==> config.mk <==
export PLATFORM = sky130hd
export DESIGN_NAME = mmu_tlb
export DESIGN_NICKNAME = d
export VERILOG_FILES = /design/src/rtl/mmu_pkg.sv /design/src/rtl/pseudoLRU.sv /design/src/rtl/mmu_tlb.sv
export SDC_FILE = /design/constraint.sdc
export NUM_CORES = 2
export LEC_CHECK = 0
export BUFFER_PORTS_ARGS = -buffer_cell sky130_fd_sc_hd__buf_2
export CAP_MARGIN = 20
export CORE_MARGIN = 2
export CORE_UTILIZATION = 61
export DETAILED_ROUTE_END_ITERATION = 8
export GPL_ROUTABILITY_DRIVEN = 1
export HOLD_SLACK_MARGIN = 0.02
export PLACE_DENSITY_LB_ADDON = 0.2
export SKIP_LAST_GASP = 1
export SYNTH_ARGS = -nofsm -noshare
export SYNTH_HDL_FRONTEND = slang
export SYNTH_SLANG_ARGS = --single-unit
==> constraint.sdc <==
create_clock -name clk_i -period 4 [get_ports clk_i]
set_clock_uncertainty 0.05 [all_clocks]
set_input_delay 0.8 -clock clk_i [delete_from_list [all_inputs] [get_ports clk_i]]
set_output_delay 0.8 -clock clk_i [all_outputs]
set_load 0.02 [all_outputs]
==> src/rtl/mmu_pkg.sv <==
// Shared MMU geometry, TLB<->PTW channel types and TLB helper functions.
// Level L leaf covers the top (L+1)*PAGE_LVL_BITS vpn bits; level LEVELS-1 is a base page.
package mmu_pkg;
  localparam int LEVELS        = 3;
  localparam int PAGE_LVL_BITS = 9;
  localparam int VPN_SIZE      = LEVELS * PAGE_LVL_BITS;
  localparam int PPN_SIZE      = 44;
  localparam int LVL_W         = 2;

  typedef struct packed {
    logic [PPN_SIZE-1:0] ppn;
    logic [1:0]          rsw;
    logic d, a, g, u, x, w, r, v;
  } pte_t;

  typedef struct packed {
    logic                valid;
    logic [VPN_SIZE-1:0] vpn;
    logic [1:0]          prv;
    logic                store;
    logic                fetch;
  } tlb_ptw_req_t;

  typedef struct packed {
    tlb_ptw_req_t req;
  } tlb_ptw_comm_t;

  typedef struct packed {
    logic             valid;
    logic             error;
    logic [LVL_W-1:0] level;
    pte_t             pte;
  } ptw_tlb_resp_t;

  typedef struct packed {
    logic sum;
  } ptw_status_t;

  typedef struct packed {
    ptw_tlb_resp_t resp;
    logic          ptw_ready;
    ptw_status_t   ptw_status;
    logic          invalidate_tlb;
  } ptw_tlb_comm_t;

  typedef struct packed {
    logic                valid;
    logic [VPN_SIZE-1:0] vpn;
    logic [LVL_W-1:0]    level;
    pte_t                pte;
  } tlb_entry_t;

  typedef enum logic [1:0] {S_IDLE, S_LOOKUP, S_PTW_REQ, S_PTW_WAIT} tlb_state_t;

  // Low vpn bits that a leaf at this level passes straight through to the ppn.
  function automatic logic [VPN_SIZE-1:0] low_mask(logic [LVL_W-1:0] level);
    logic [VPN_SIZE-1:0] m;
    m = '0;
    for (int c = 0; c < LEVELS; c++)
      if (c + int'(level) < LEVELS - 1) m[c*PAGE_LVL_BITS +: PAGE_LVL_BITS] = '1;
    return m;
  endfunction

  function automatic logic [PPN_SIZE-1:0] form_ppn(logic [PPN_SIZE-1:0] ppn,
                                                   logic [VPN_SIZE-1:0] vpn,
                                                   logic [LVL_W-1:0] level);
    logic [PPN_SIZE-1:0] mask;
    mask = {{(PPN_SIZE-VPN_SIZE){1'b0}}, low_mask(level)};
    return (ppn & ~mask) | ({{(PPN_SIZE-VPN_SIZE){1'b0}}, vpn} & mask);
  endfunction

  function automatic logic perm_ok(pte_t pte, logic [1:0] prv, logic sum,
                                   logic store, logic fetch);
    logic eff_u, access_ok;
    eff_u = (prv == 2'd0) || ((prv == 2'd1) && sum);
    if (fetch)      access_ok = pte.x;
    else if (store) access_ok = pte.w && pte.r;
    else            access_ok = pte.r;
    return access_ok && (pte.u == eff_u);
  endfunction
endpackage

==> src/rtl/pseudoLRU.sv <==
// Tree pseudo-LRU replacement for a power-of-two set of entries.
module pseudoLRU #(
  parameter int ENTRIES = 8
) (
  input  logic                       clk_i,
  input  logic                       rst_i,
  input  logic                       touch_i,
  input  logic [$clog2(ENTRIES)-1:0] touch_idx_i,
  output logic [$clog2(ENTRIES)-1:0] victim_o
);
  localparam int IDX_W = $clog2(ENTRIES);

  // Heap-ordered node bits, root at index 1; a set bit steers the victim search right.
  logic [ENTRIES-1:0] tree_q, tree_d;
  logic               unused_slot;
  assign unused_slot = tree_q[0];

  always_comb begin
    logic [IDX_W-1:0] node;
    tree_d = tree_q;
    node   = IDX_W'(1);
    for (int d = 0; d < IDX_W; d++) begin
      tree_d[node] = ~touch_idx_i[IDX_W-1-d];
      node = (node << 1) | IDX_W'(touch_idx_i[IDX_W-1-d]);
    end
  end

  always_comb begin
    logic [IDX_W-1:0] node;
    victim_o = '0;
    node     = IDX_W'(1);
    for (int d = 0; d < IDX_W; d++) begin
      victim_o[IDX_W-1-d] = tree_q[node];
      node = (node << 1) | IDX_W'(tree_q[node]);
    end
  end

  always_ff @(posedge clk_i) begin
    if (rst_i)        tree_q <= '0;
    else if (touch_i) tree_q <= tree_d;
  end
endmodule

==> src/rtl/mmu_tlb.sv <==
// Fully-associative TLB in front of the page-table walker; refills on miss,
// checks permissions, and invalidates entries whose A/D bits need a fresh walk.
module mmu_tlb
  import mmu_pkg::*;
#(
  parameter int ENTRIES = 8
) (
  input  logic                clk_i,
  input  logic                rst_i,
  input  logic                core_req_valid_i,
  output logic                core_req_ready_o,
  input  logic [VPN_SIZE-1:0] core_req_vpn_i,
  input  logic [1:0]          core_req_prv_i,
  input  logic                core_req_store_i,
  input  logic                core_req_fetch_i,
  output logic                core_resp_valid_o,
  output logic [PPN_SIZE-1:0] core_resp_ppn_o,
  output logic                core_resp_fault_o,
  input  logic                flush_i,
  output tlb_ptw_comm_t       tlb_ptw_comm_o,
  input  ptw_tlb_comm_t       ptw_tlb_comm_i,
  output logic                pmu_tlb_hit_o,
  output logic                pmu_tlb_miss_o
);
  localparam int IDX_W = $clog2(ENTRIES);

  tlb_state_t                 state_q;
  tlb_entry_t [ENTRIES-1:0]   entry_q;
  logic [VPN_SIZE-1:0]        vpn_q;
  logic [1:0]                 prv_q;
  logic                       store_q, fetch_q, req_valid_q;
  logic                       resp_valid_q, resp_fault_q, pmu_hit_q, pmu_miss_q;
  logic [PPN_SIZE-1:0]        resp_ppn_q;

  logic                       hit, free_found, flush_any, sum;
  logic [IDX_W-1:0]           hit_idx, free_idx, victim_idx, refill_idx;
  tlb_entry_t                 hit_entry;
  logic                       hit_perm, hit_ad_ok, refill_perm, plru_touch;
  logic [IDX_W-1:0]           plru_idx;
  ptw_tlb_resp_t              resp;
  logic                       unused_entry_bits;

  assign resp      = ptw_tlb_comm_i.resp;
  assign sum       = ptw_tlb_comm_i.ptw_status.sum;
  assign flush_any = flush_i || ptw_tlb_comm_i.invalidate_tlb;

  // Descending scans so the lowest matching / free index wins.
  always_comb begin
    hit = 1'b0; hit_idx = '0; free_found = 1'b0; free_idx = '0;
    for (int i = ENTRIES-1; i >= 0; i--) begin
      if (entry_q[i].valid &&
          (((entry_q[i].vpn ^ vpn_q) & ~low_mask(entry_q[i].level)) == '0)) begin
        hit = 1'b1; hit_idx = IDX_W'(i);
      end
      if (!entry_q[i].valid) begin
        free_found = 1'b1; free_idx = IDX_W'(i);
      end
    end
  end

  assign hit_entry   = entry_q[hit_idx];
  assign hit_perm    = perm_ok(hit_entry.pte, prv_q, sum, store_q, fetch_q);
  assign hit_ad_ok   = hit_entry.pte.a && (!store_q || hit_entry.pte.d);
  assign refill_idx  = free_found ? free_idx : victim_idx;
  assign refill_perm = perm_ok(resp.pte, prv_q, sum, store_q, fetch_q);

  assign plru_touch = ((state_q == S_LOOKUP) && hit && (!hit_perm || hit_ad_ok)) ||
                      ((state_q == S_PTW_WAIT) && resp.valid && !resp.error && !flush_any);
  assign plru_idx   = (state_q == S_LOOKUP) ? hit_idx : refill_idx;

  pseudoLRU #(.ENTRIES(ENTRIES)) u_plru (
    .clk_i      (clk_i),
    .rst_i      (rst_i),
    .touch_i    (plru_touch),
    .touch_idx_i(plru_idx),
    .victim_o   (victim_idx)
  );

  always_ff @(posedge clk_i) begin
    if (rst_i) begin
      state_q      <= S_IDLE;
      entry_q      <= '0;
      vpn_q        <= '0;
      prv_q        <= '0;
      store_q      <= 1'b0;
      fetch_q      <= 1'b0;
      req_valid_q  <= 1'b0;
      resp_valid_q <= 1'b0;
      resp_fault_q <= 1'b0;
      resp_ppn_q   <= '0;
      pmu_hit_q    <= 1'b0;
      pmu_miss_q   <= 1'b0;
    end else begin
      resp_valid_q <= 1'b0;
      pmu_hit_q    <= 1'b0;
      pmu_miss_q   <= 1'b0;
      case (state_q)
        S_IDLE: begin
          if (core_req_valid_i) begin
            vpn_q   <= core_req_vpn_i;
            prv_q   <= core_req_prv_i;
            store_q <= core_req_store_i;
            fetch_q <= core_req_fetch_i;
            state_q <= S_LOOKUP;
          end
        end
        S_LOOKUP: begin
          if (hit && (!hit_perm || hit_ad_ok)) begin
            resp_valid_q <= 1'b1;
            resp_fault_q <= !hit_perm;
            resp_ppn_q   <= form_ppn(hit_entry.pte.ppn, vpn_q, hit_entry.level);
            pmu_hit_q    <= hit_perm;
            state_q      <= S_IDLE;
          end else begin
            // A or D must be set by the walker, so drop the stale copy and re-walk.
            if (hit) entry_q[hit_idx].valid <= 1'b0;
            pmu_miss_q  <= 1'b1;
            req_valid_q <= 1'b1;
            state_q     <= S_PTW_REQ;
          end
        end
        S_PTW_REQ: begin
          if (ptw_tlb_comm_i.ptw_ready) begin
            req_valid_q <= 1'b0;
            state_q     <= S_PTW_WAIT;
          end
        end
        S_PTW_WAIT: begin
          if (resp.valid) begin
            resp_valid_q <= 1'b1;
            resp_fault_q <= resp.error || !refill_perm;
            resp_ppn_q   <= form_ppn(resp.pte.ppn, vpn_q, resp.level);
            if (!resp.error && !flush_any)
              entry_q[refill_idx] <= '{valid: 1'b1, vpn: vpn_q, level: resp.level, pte: resp.pte};
            state_q <= S_IDLE;
          end
        end
        default: state_q <= S_IDLE;
      endcase
      if (flush_any)
        for (int i = 0; i < ENTRIES; i++) entry_q[i].valid <= 1'b0;
    end
  end

  assign core_req_ready_o  = (state_q == S_IDLE);
  assign core_resp_valid_o = resp_valid_q;
  assign core_resp_ppn_o   = resp_ppn_q;
  assign core_resp_fault_o = resp_fault_q;
  assign pmu_tlb_hit_o     = pmu_hit_q;
  assign pmu_tlb_miss_o    = pmu_miss_q;
  assign tlb_ptw_comm_o    = '{req: '{valid: req_valid_q, vpn: vpn_q, prv: prv_q,
                                      store: store_q, fetch: fetch_q}};

  assign unused_entry_bits = ^{hit_entry.valid, hit_entry.vpn, hit_entry.pte.rsw,
                               hit_entry.pte.g, hit_entry.pte.v};
endmodule

# Word level (Yosys, flattened, before mapping)
# Index checks and enable logic that the tools add are counted.
[op_classes] add_sub_neg=20 multipliers=0 div_mod_pow=0 magnitude_cmp=40 n_eq_ne=13 shifts=0 n_mux=127 bitwise_logic=39 n_reduce_logical=56
[op_table] operator="672-bit two-way mux" n=4
[op_table] operator="672-bit bitwise mux" n=2
[op_table] operator="672-bit one-hot mux with 2 select lines" n=1
[op_table] operator="84-bit demux with 3-bit select" n=2
[op_table] operator="9-bit two-way mux" n=48
[op_table] operator="27-bit AND" n=10
[op_table] operator="84-bit binary-select mux with 3-bit select" n=1
[op_table] operator="27-bit zero test" n=8
[op_table] operator="27-bit NOT" n=8
[op_table] operator="27-bit XOR" n=8
[op_table] operator="84-bit two-way mux" n=2
[op_table] operator="44-bit AND" n=2
[op_table] operator="44-bit two-way mux" n=2
[op_table] operator="27-bit NOT with 44-bit output" n=2
[op_table] operator="44-bit by 27-bit bitwise OR with 44-bit output" n=2
[op_table] operator="44-bit one-hot mux with 2 select lines" n=1
[op_table] operator="3-bit by 2-bit less-than comparator with 1-bit output (second input constant)" n=20
[op_table] operator="56-bit two-way mux" n=1
[op_table] operator="3-bit two-way mux" n=18
[op_table] operator="1-bit two-way mux" n=32
[op_table] operator="1-bit by 2-bit adder with 3-bit output (first input constant)" n=10
[op_table] operator="2-bit by 2-bit adder with 3-bit output (first input constant)" n=10
[op_table] operator="1-bit logical AND" n=25
[op_table] operator="2-bit less-than comparator (second input constant)" n=10
[op_table] operator="other kinds (27)" n=66
[totals] regBits=762 latchBits=0 ramBits=0 romBits=0 input_bits=96 out_inout_bits=81 wordCells=411 memories=0

# Longest topological paths before layout
[depth] ltp_word=32 ltp_mapped=19 mapped_depth_nobuf=13

# By module
# A second synthesis with hierarchy kept.
[hier_totals] hier_cells=4213 area_unflattened_um2=32852.8
[by_module_without_submodules] module="mmu_tlb" instances=1 cells_per_inst=4180 area_each_um2=32502.4 seq_area_each_um2=14453.9
[by_module_without_submodules] module="pseudoLRU" instances=1 cells_per_inst=33 area_each_um2=350.3 seq_area_each_um2=140.1

# Worst setup path after synthesis
# OpenSTA, ideal clock, no wires.
[synth_timing] path_type="flip-flop to flip-flop" start="reg vpn_q[4]" end="reg resp_ppn_q[10] (netlist: core_resp_ppn_o[10])" setup_ps=121 arrival_time_ps=3561 required_ps=3829 slack_ps=268 path_stages_with_launch=18 n_path_buf=4 synth_period_minus_slack_ps=3732 cell_sequence="dfxtp_1 > buf_4 > xnor2_1 > nand3_1 > nor4_1 > a32oi_1 > o21ai_1 > a31o_1 > buf_6 > mux2i_1 > o221a_1 > nand2_1 > and3_1 > buf_2 > a221o_1 > buf_4 > nor2_8 > mux2_4"
[synth_between] elab_chain_len=25 elab_cells_between_ends=74 cone_classes="add/sub: 1; order compare: 1; eq/ne: 2; mux: 26; bitwise: 20; reduce/logical: 24"
[synth_lines] item="from (decl)" line="mmu_tlb.sv:29" source="logic [VPN_SIZE-1:0] vpn_q;"
[synth_lines] item="from (signal assigned)" line="mmu_tlb.sv:100" source="vpn_q <= core_req_vpn_i;"
[synth_lines] item="27-bit XOR" line="mmu_tlb.sv:52" source="(((entry_q[i].vpn ^ vpn_q) & ~low_mask(entry_q[i].level)) == '0)) begin"
[synth_lines] item="27-bit AND" line="mmu_tlb.sv:52"
[synth_lines] item="27-bit zero test" line="mmu_tlb.sv:52"
[synth_lines] item="1-bit logical AND" line="mmu_tlb.sv:51" source="if (entry_q[i].valid &&"
[synth_lines] item="3-bit two-way mux (8 in series)" line="mmu_tlb.sv:51"
[synth_lines] item="84-bit binary-select mux with 3-bit select" line="mmu_tlb.sv:61" source="assign hit_entry = entry_q[hit_idx];"
[synth_lines] item="56-bit two-way mux (not written as such)" line="mmu_tlb.sv:61"
[synth_lines] item="1-bit by 2-bit adder with 3-bit output" line="mmu_pkg.sv:60" source="if (c + int'(level) < LEVELS - 1) m[c*PAGE_LVL_BITS +: PAGE_LVL_BITS] = '1;"
[synth_lines] item="[2 not listed]"
[synth_lines] item="9-bit two-way mux" line="mmu_tlb.sv:108" source="if (hit && (!hit_perm || hit_ad_ok)) begin"
[synth_lines] item="9-bit two-way mux" line="mmu_tlb.sv:97" source="case (state_q)"
[synth_lines] item="9-bit two-way mux" line="mmu_tlb.sv:80" source="if (rst_i) begin"
[synth_lines] item="27-bit NOT with 44-bit output" line="mmu_pkg.sv:69" source="return (ppn & ~mask) | ({{(PPN_SIZE-VPN_SIZE){1'b0}}, vpn} & mask);"
[synth_lines] item="44-bit AND" line="mmu_pkg.sv:69"
[synth_lines] item="44-bit by 27-bit bitwise OR with 44-bit output" line="mmu_pkg.sv:69"
[synth_lines] item="44-bit two-way mux" line="mmu_tlb.sv:108"
[synth_lines] item="44-bit one-hot mux with 2 select lines" line="mmu_tlb.sv:97"
[synth_lines] item="to (signal assigned)" line="mmu_tlb.sv:111" source="resp_ppn_q <= form_ppn(hit_entry.pte.ppn, vpn_q, hit_entry.level);"
[synth_lines] item="to (signal assigned)" line="mmu_tlb.sv:132" source="resp_ppn_q <= form_ppn(resp.pte.ppn, vpn_q, resp.level);"
[synth_lines] item="to (decl)" line="mmu_tlb.sv:33" source="logic [PPN_SIZE-1:0] resp_ppn_q;"
# Parallel ways exist; a longest one is shown, timed or not. The select of a mux whose other input is x is not followed.
# A chain may end at the register's enable or synchronous reset.

# Final worst setup path
[layout_timing] start="reg vpn_q[6]" end="reg resp_ppn_q[26] (netlist: core_resp_ppn_o[26])"
[layout_between] elab_chain_len=25 elab_cells_between_ends=74 cone_classes="add/sub: 1; order compare: 1; eq/ne: 2; mux: 26; bitwise: 20; reduce/logical: 24"
[layout_lines] item="27-bit XOR" line="mmu_tlb.sv:52"
[layout_lines] item="27-bit AND" line="mmu_tlb.sv:52"
[layout_lines] item="27-bit zero test" line="mmu_tlb.sv:52"
[layout_lines] item="1-bit logical AND" line="mmu_tlb.sv:51"
[layout_lines] item="3-bit two-way mux (8 in series)" line="mmu_tlb.sv:51"
[layout_lines] item="84-bit binary-select mux with 3-bit select" line="mmu_tlb.sv:61"
[layout_lines] item="56-bit two-way mux (not written as such)" line="mmu_tlb.sv:61"
[layout_lines] item="2-bit by 2-bit adder with 3-bit output" line="mmu_pkg.sv:60"
[layout_lines] item="[2 not listed]"
[layout_lines] item="9-bit two-way mux" line="mmu_tlb.sv:108"
[layout_lines] item="9-bit two-way mux" line="mmu_tlb.sv:97"
[layout_lines] item="9-bit two-way mux" line="mmu_tlb.sv:80"
[layout_lines] item="27-bit NOT with 44-bit output" line="mmu_pkg.sv:69"
[layout_lines] item="44-bit AND" line="mmu_pkg.sv:69"
[layout_lines] item="44-bit by 27-bit bitwise OR with 44-bit output" line="mmu_pkg.sv:69"
[layout_lines] item="44-bit two-way mux" line="mmu_tlb.sv:108"
[layout_lines] item="44-bit one-hot mux with 2 select lines" line="mmu_tlb.sv:97"
# Parallel ways exist; a longest one is shown, timed or not. The select of a mux whose other input is x is not followed.

==> results.md <==
- The number of global-route vias before repair is 29500.
- Counting stages on the worst path, the most repeated cell is sky130_fd_sc_hd__buf_4.
- The switching power summed over all nets is about 0.0038 W.
- The worst hold margin is ~350 ps.
- Data on the critical path is required at its endpoint by 4440 ps.
- The top achievable clock speed is around 240 MHz.
- CTS built an H-tree with a depth of 3.
- The number of cells on the worst reg-to-reg path is 18.
- Walking the worst path, the cells encountered are buf_4 -> buf_4 -> xnor2_1 -> nand4_1 -> nor4_2 -> buf_4 -> buf_4 -> a22o_1 -> a22oi_1 -> o31a_2 -> o21bai_1 -> o221a_1 -> nand2_1 -> and3_1 -> a221o_2 -> buf_12 -> o21ai_0 -> o41ai_2.
- The number of design rule violations left after detail routing is 0.
- The number of distinct standard cells referenced by the synthesized netlist is 87.
- The cell area after layout is ~40000 sq um.
- The first-pass detailed-route iteration total is 5.
- The final wirelength is 108 mm.
- Cells fill 74.1% of the core in the end.
- The type of origin of the critical path is a register.
- The count of warnings emitted by yosys is 0.
- The net count after synthesis is 4460.
- Of all nets on the critical path, the largest fanout is 21.
- Setup repair after global routing could not meet its margin everywhere.
- The floorplan step defined a die boundary enclosing approximately 57000 sq um.
- The checks that failed: negative setup slack.
- The peak ir drop on the vdd network is between 0.3 and 0.4 mV.
- The number of hold-slack violations in the final timing report is 0.
- After legalization and detailed placement, the total HPWL measured 63.0 mm.
- In this run the worst setup path terminates at core_resp_ppn_o[26].
- The category of the critical setup timing path is reg2reg.
- The number of antenna violations at the first check in global routing is 6.
- The total internal power is between 0.01 and 0.015 W.
- In the routed layout, each cell is associated on average with a via count of between 6 and 7.
- The leakage power is roughly 14 nW.
- The clock passes through at most 3 buffers.
- The flow ran to the end, but the final reports show violations.
- The total number of nets in the final design is about 4600.
- The standard cell core area is 54000 sq um.
- The number of max-slew violations in the final report is 0.
- The number of buffers added by the clock tree synthesis step is 75.
- The startpoint identified for the worst register-to-register timing path is vpn_q[6].
- The vertical extent of the die is 238 um.
- Of the total power, the clock network draws roughly 46%.
- The site row count is 85.
- Combinational logic burns about 8.0% of the power.
- Counting flops with an async set or reset pin after synthesis yields a share of 0%.
- The final worst-path cycle share is 104%.
- In the post-route analysis, the smallest setup slack over all paths is -152 ps.
- The power density normalized to cell area is around 390 nW/um^2.
- The register area share after synthesis is a little over two fifths.
- In the final layout, the share of cells above drive strength 1 is 17.3%.
- The arrival time at the worst endpoint is 4590 ps.
- Setup slack on the worst reg-to-reg path comes out at -150 ps.
- Measured along the x axis, the die boundary spans around 240 um.
- In this run switching power makes up approximately 24% of total power.
- The cell family contributing the most delay on the critical path is compound AO/OA/AOI/OAI gates.
- Clock-pin slew was measured on the worst setup and hold paths at roughly 60 ps.
- The terminus of the critical flop-to-flop path is core_resp_ppn_o[26].
- In this run, synthesis produced a sequential element count of 729.
- The post-placement cell area is approximately 36000 sq um.
- Across the run, the number of max-cap violations was 0.
- The number of instances in the synthesized netlist is approximately 4400.
- The depth of the critical timing path with buffers and inverters included is 18.
- The total number of clock tree sinks is 729.
- The cell type of the slowest stage on the worst timing path is sky130_fd_sc_hd__a221o_2.
- The number of enable-type register cells in the synthesized netlist is 0.
- The routed layout has between 30000 and 40000 vias.
- The count of input and output buffers is 172.
- In this run the remaining antenna-violating nets after routing total 0.
- For the pin with the worst max-slew slack, the measured transition is 944 ps.
- For this design the top-level I/O count stands at 177.
- On the worst path, the slowest cell contributes a delay of approximately 500 ps.
- The share of total power in sequential cells is between 40% and 50%.
- The start point of the worst hold path is core_req_vpn_i[7].
- After detailed routing, the average wire length per cell comes to 20.5 um.
- The capturing element type of the critical path is a register.
- The hold buffer count at CTS is 0.
- For this run, the total global-route usage over all layers was measured as between 30% and 40%.
- The headroom to the max-slew limit is 36.8%.
- Summed over all layers, the global routing overflow is 0.
- The post-synthesis average cell area is ~7.7 sq um.
- The final-layout fill cell count is around 4000.
- The clock period minus final worst setup slack is a little over 4000 ps.
- TritonCTS built the clock tree.
- Among all flip-flop cells after synthesis, the most frequent one is sky130_fd_sc_hd__dfxtp_1.
- Setup violations remaining at the end of the flow were counted as between 40 and 50.
- The most critical setup path has its startpoint at vpn_q[6].
- The synthesized area is about 33000 sq um.
- The insertion delay to the later sink of the worst-skew pair is ~650 ps.
- Relative to the synthesized area, the layout overhead comes to 19.5%.
- The effective utilization at floorplan is about three fifths.
- The first-iteration detailed-routing DRC count is roughly 3500.
- In this run the clock root is driven by a sky130_fd_sc_hd__clkbuf_16.
- In this run the worst hold path is classified as in2reg.
- The critical path contains buffers and inverters numbering 5 combined.
- The largest net degree at the start of global routing is ~130.
- The placer's final routability congestion estimate is 0.948.
- The global-route wire length before repair is between 150 and 200 mm.
- The accumulated negative setup slack is -2970 ps.
logic make-up after synthesis:
group	share of synthesized area, %
simple gates	21.7
mux	5.01
xor+xnor	5.81
flops	43.6
buf+inv	6.02
compound gates	17.9
layer usage:
metal / global-route usage [%] / vias up / part of all wire, %
li1: - / 14900 / -
met1: 46.0 / 15000 / 39
met2: 58.6 / 1673 / 46
met3: 7.47 / 378 / 9.9
met4: 17.5 / 2 / 4.9
met5: 0 / - / 0.010
cells in the mapped netlist (4+ instances only):
library cell                  n  area [sq um]
sky130_fd_sc_hd__o211ai_2     9           113
sky130_fd_sc_hd__nor4_2       6          75.1
sky130_fd_sc_hd__o41ai_1     13           114
sky130_fd_sc_hd__mux2i_1    153          1530
sky130_fd_sc_hd__a22oi_1      5          37.5
sky130_fd_sc_hd__o22ai_1     71           444
sky130_fd_sc_hd__buf_1       32           120
sky130_fd_sc_hd__o211ai_1    10          75.1
sky130_fd_sc_hd__a22o_1       4          35.0
sky130_fd_sc_hd__xor2_1      20           175
sky130_fd_sc_hd__o41ai_2     14           228
sky130_fd_sc_hd__xnor2_2      5          81.3
sky130_fd_sc_hd__nand4b_1    13           114
sky130_fd_sc_hd__inv_1       40           150
sky130_fd_sc_hd__o31a_1       6          52.6
sky130_fd_sc_hd__nor4_1       9          56.3
sky130_fd_sc_hd__a32oi_1      4          35.0
sky130_fd_sc_hd__and2_1       4          25.0
sky130_fd_sc_hd__clkbuf_2    18          90.1
sky130_fd_sc_hd__o21ai_0     58           290
sky130_fd_sc_hd__o21ai_1     12          60.1
sky130_fd_sc_hd__buf_6       18           203
sky130_fd_sc_hd__a31oi_1     13          81.3
sky130_fd_sc_hd__a21oi_1    739          3700
sky130_fd_sc_hd__a211o_1     14           123
sky130_fd_sc_hd__buf_2       24           120
sky130_fd_sc_hd__nand3_1     24           120
sky130_fd_sc_hd__nor2b_1     16           100
sky130_fd_sc_hd__and3_1      33           206
sky130_fd_sc_hd__xnor2_1    193          1690
sky130_fd_sc_hd__nor2_1      44           165
sky130_fd_sc_hd__nand2_1   1500          5630
sky130_fd_sc_hd__nand4_1     40           250
sky130_fd_sc_hd__a211oi_1    14           105
sky130_fd_sc_hd__mux2_4       9           135
sky130_fd_sc_hd__buf_4       34           255
sky130_fd_sc_hd__clkbuf_1   287          1080
sky130_fd_sc_hd__or3_1       13          81.3
sky130_fd_sc_hd__dfxtp_1    729         14600
sky130_fd_sc_hd__nor3_1      29           145
sky130_fd_sc_hd__nand2b_1    14          87.6
sky130_fd_sc_hd__o31ai_1      6          45.0
repair_timing:
item                                    4_1_cts  5_1_grt
cloned                                        1        6
endpoints found under the setup margin       63      185
pin swaps                                    11       27
gates resized for setup                      40      115
setup buffers                                 6       28
endpoints found under the hold margin         0        0
layout make-up:
cell class / instances / area [sq um] / area share (%)
inverter: 40 / 150 / 0.375
clock buffer: 106 / 2220 / 5.54
clock inverter: 28 / 307 / 0.766
sequential: 729 / 14600 / 36.6
tap: 696 / 871 / 2.18
antenna: 5 / 12.5 / 0.0313
multi-input combinational: 3184 / 17700 / 44.3
timing repair buffer: 490 / 4090 / 10.2
registers in the layout, summed over array words and instances, names as in the netlist, named ones only:
signal	cells
pmu_tlb_hit_o	1
vpn_q	27
pmu_tlb_miss_o	1
prv_q	2
core_resp_valid_o	1
store_q	1
fetch_q	1
core_resp_ppn_o	44
state_q	1
req_valid_q	1
u_plru.tree_q	7
entry_q	640
core_resp_fault_o	1
through the flow:
| step | cells | total power (W) | worst slack [ps] |
|---|---|---|---|
| after detailed placement | 5099 | 0.00861 | -267 |
| after global routing | 5278 | 0.0162 | -235 |
| after floorplan | 4364 | 0.00813 | 268 |
| final | 5278 | 0.0158 | -152 |
| after CTS | 5240 | 0.0157 | -28.9 |
| after global placement | 5098 | 0.00861 | -261 |
cell usage in the layout, fill, tap and decap left out, types with 18 or more instances in the layout:
cell,count
sky130_fd_sc_hd__xor2_1,18
sky130_fd_sc_hd__o21ai_0,47
sky130_fd_sc_hd__clkinv_2,18
sky130_fd_sc_hd__o22ai_1,71
sky130_fd_sc_hd__inv_1,40
sky130_fd_sc_hd__mux2i_1,153
sky130_fd_sc_hd__dfxtp_1,707
sky130_fd_sc_hd__nand4_1,40
sky130_fd_sc_hd__buf_4,243
sky130_fd_sc_hd__clkbuf_16,82
sky130_fd_sc_hd__xnor2_1,177
sky130_fd_sc_hd__nand2_1,1489
sky130_fd_sc_hd__a21oi_1,738
sky130_fd_sc_hd__buf_12,50
sky130_fd_sc_hd__nor3_1,22
sky130_fd_sc_hd__and3_1,32
sky130_fd_sc_hd__dfxtp_2,19
sky130_fd_sc_hd__nor2_1,36
sky130_fd_sc_hd__buf_2,171
sky130_fd_sc_hd__nand3_1,23
worst register-to-register path: stages, from the launching register on:
cell and delay (ps):
sky130_fd_sc_hd__dfxtp_2 350, sky130_fd_sc_hd__buf_4 170, sky130_fd_sc_hd__buf_4 160, sky130_fd_sc_hd__xnor2_1 130
sky130_fd_sc_hd__nand4_1 120, sky130_fd_sc_hd__nor4_2 50, sky130_fd_sc_hd__buf_4 160, sky130_fd_sc_hd__buf_4 140
sky130_fd_sc_hd__a22o_1 250, sky130_fd_sc_hd__a22oi_1 280, sky130_fd_sc_hd__o31a_2 400, sky130_fd_sc_hd__o21bai_1 160
sky130_fd_sc_hd__o221a_1 190, sky130_fd_sc_hd__nand2_1 50, sky130_fd_sc_hd__and3_1 230, sky130_fd_sc_hd__a221o_2 500
sky130_fd_sc_hd__buf_12 210, sky130_fd_sc_hd__o21ai_0 270, sky130_fd_sc_hd__o41ai_2 130
worst min path at each step:
stage | endpoint | slack (ps) | cells past startpoint
after floorplan | entry_q[254] | 380 | 2
after global placement | entry_q[255] | 390 | 2
after detailed placement | entry_q[422] | 390 | 2
after CTS | vpn_q[7] | 340 | 3
after global routing | vpn_q[7] | 340 | 3
final | vpn_q[7] | 350 | 3
power groups by stage:
stage	sequential, W	clock, W	combinational (W)
after floorplan	0.00750	0	0.000636
final	0.00733	0.00719	0.00126
after global placement	0.00748	0	0.00113
after CTS	0.00732	0.00722	0.00117
after global routing	0.00733	0.00754	0.00132
after detailed placement	0.00748	0	0.00113
(Power assumes the default switching activity.)
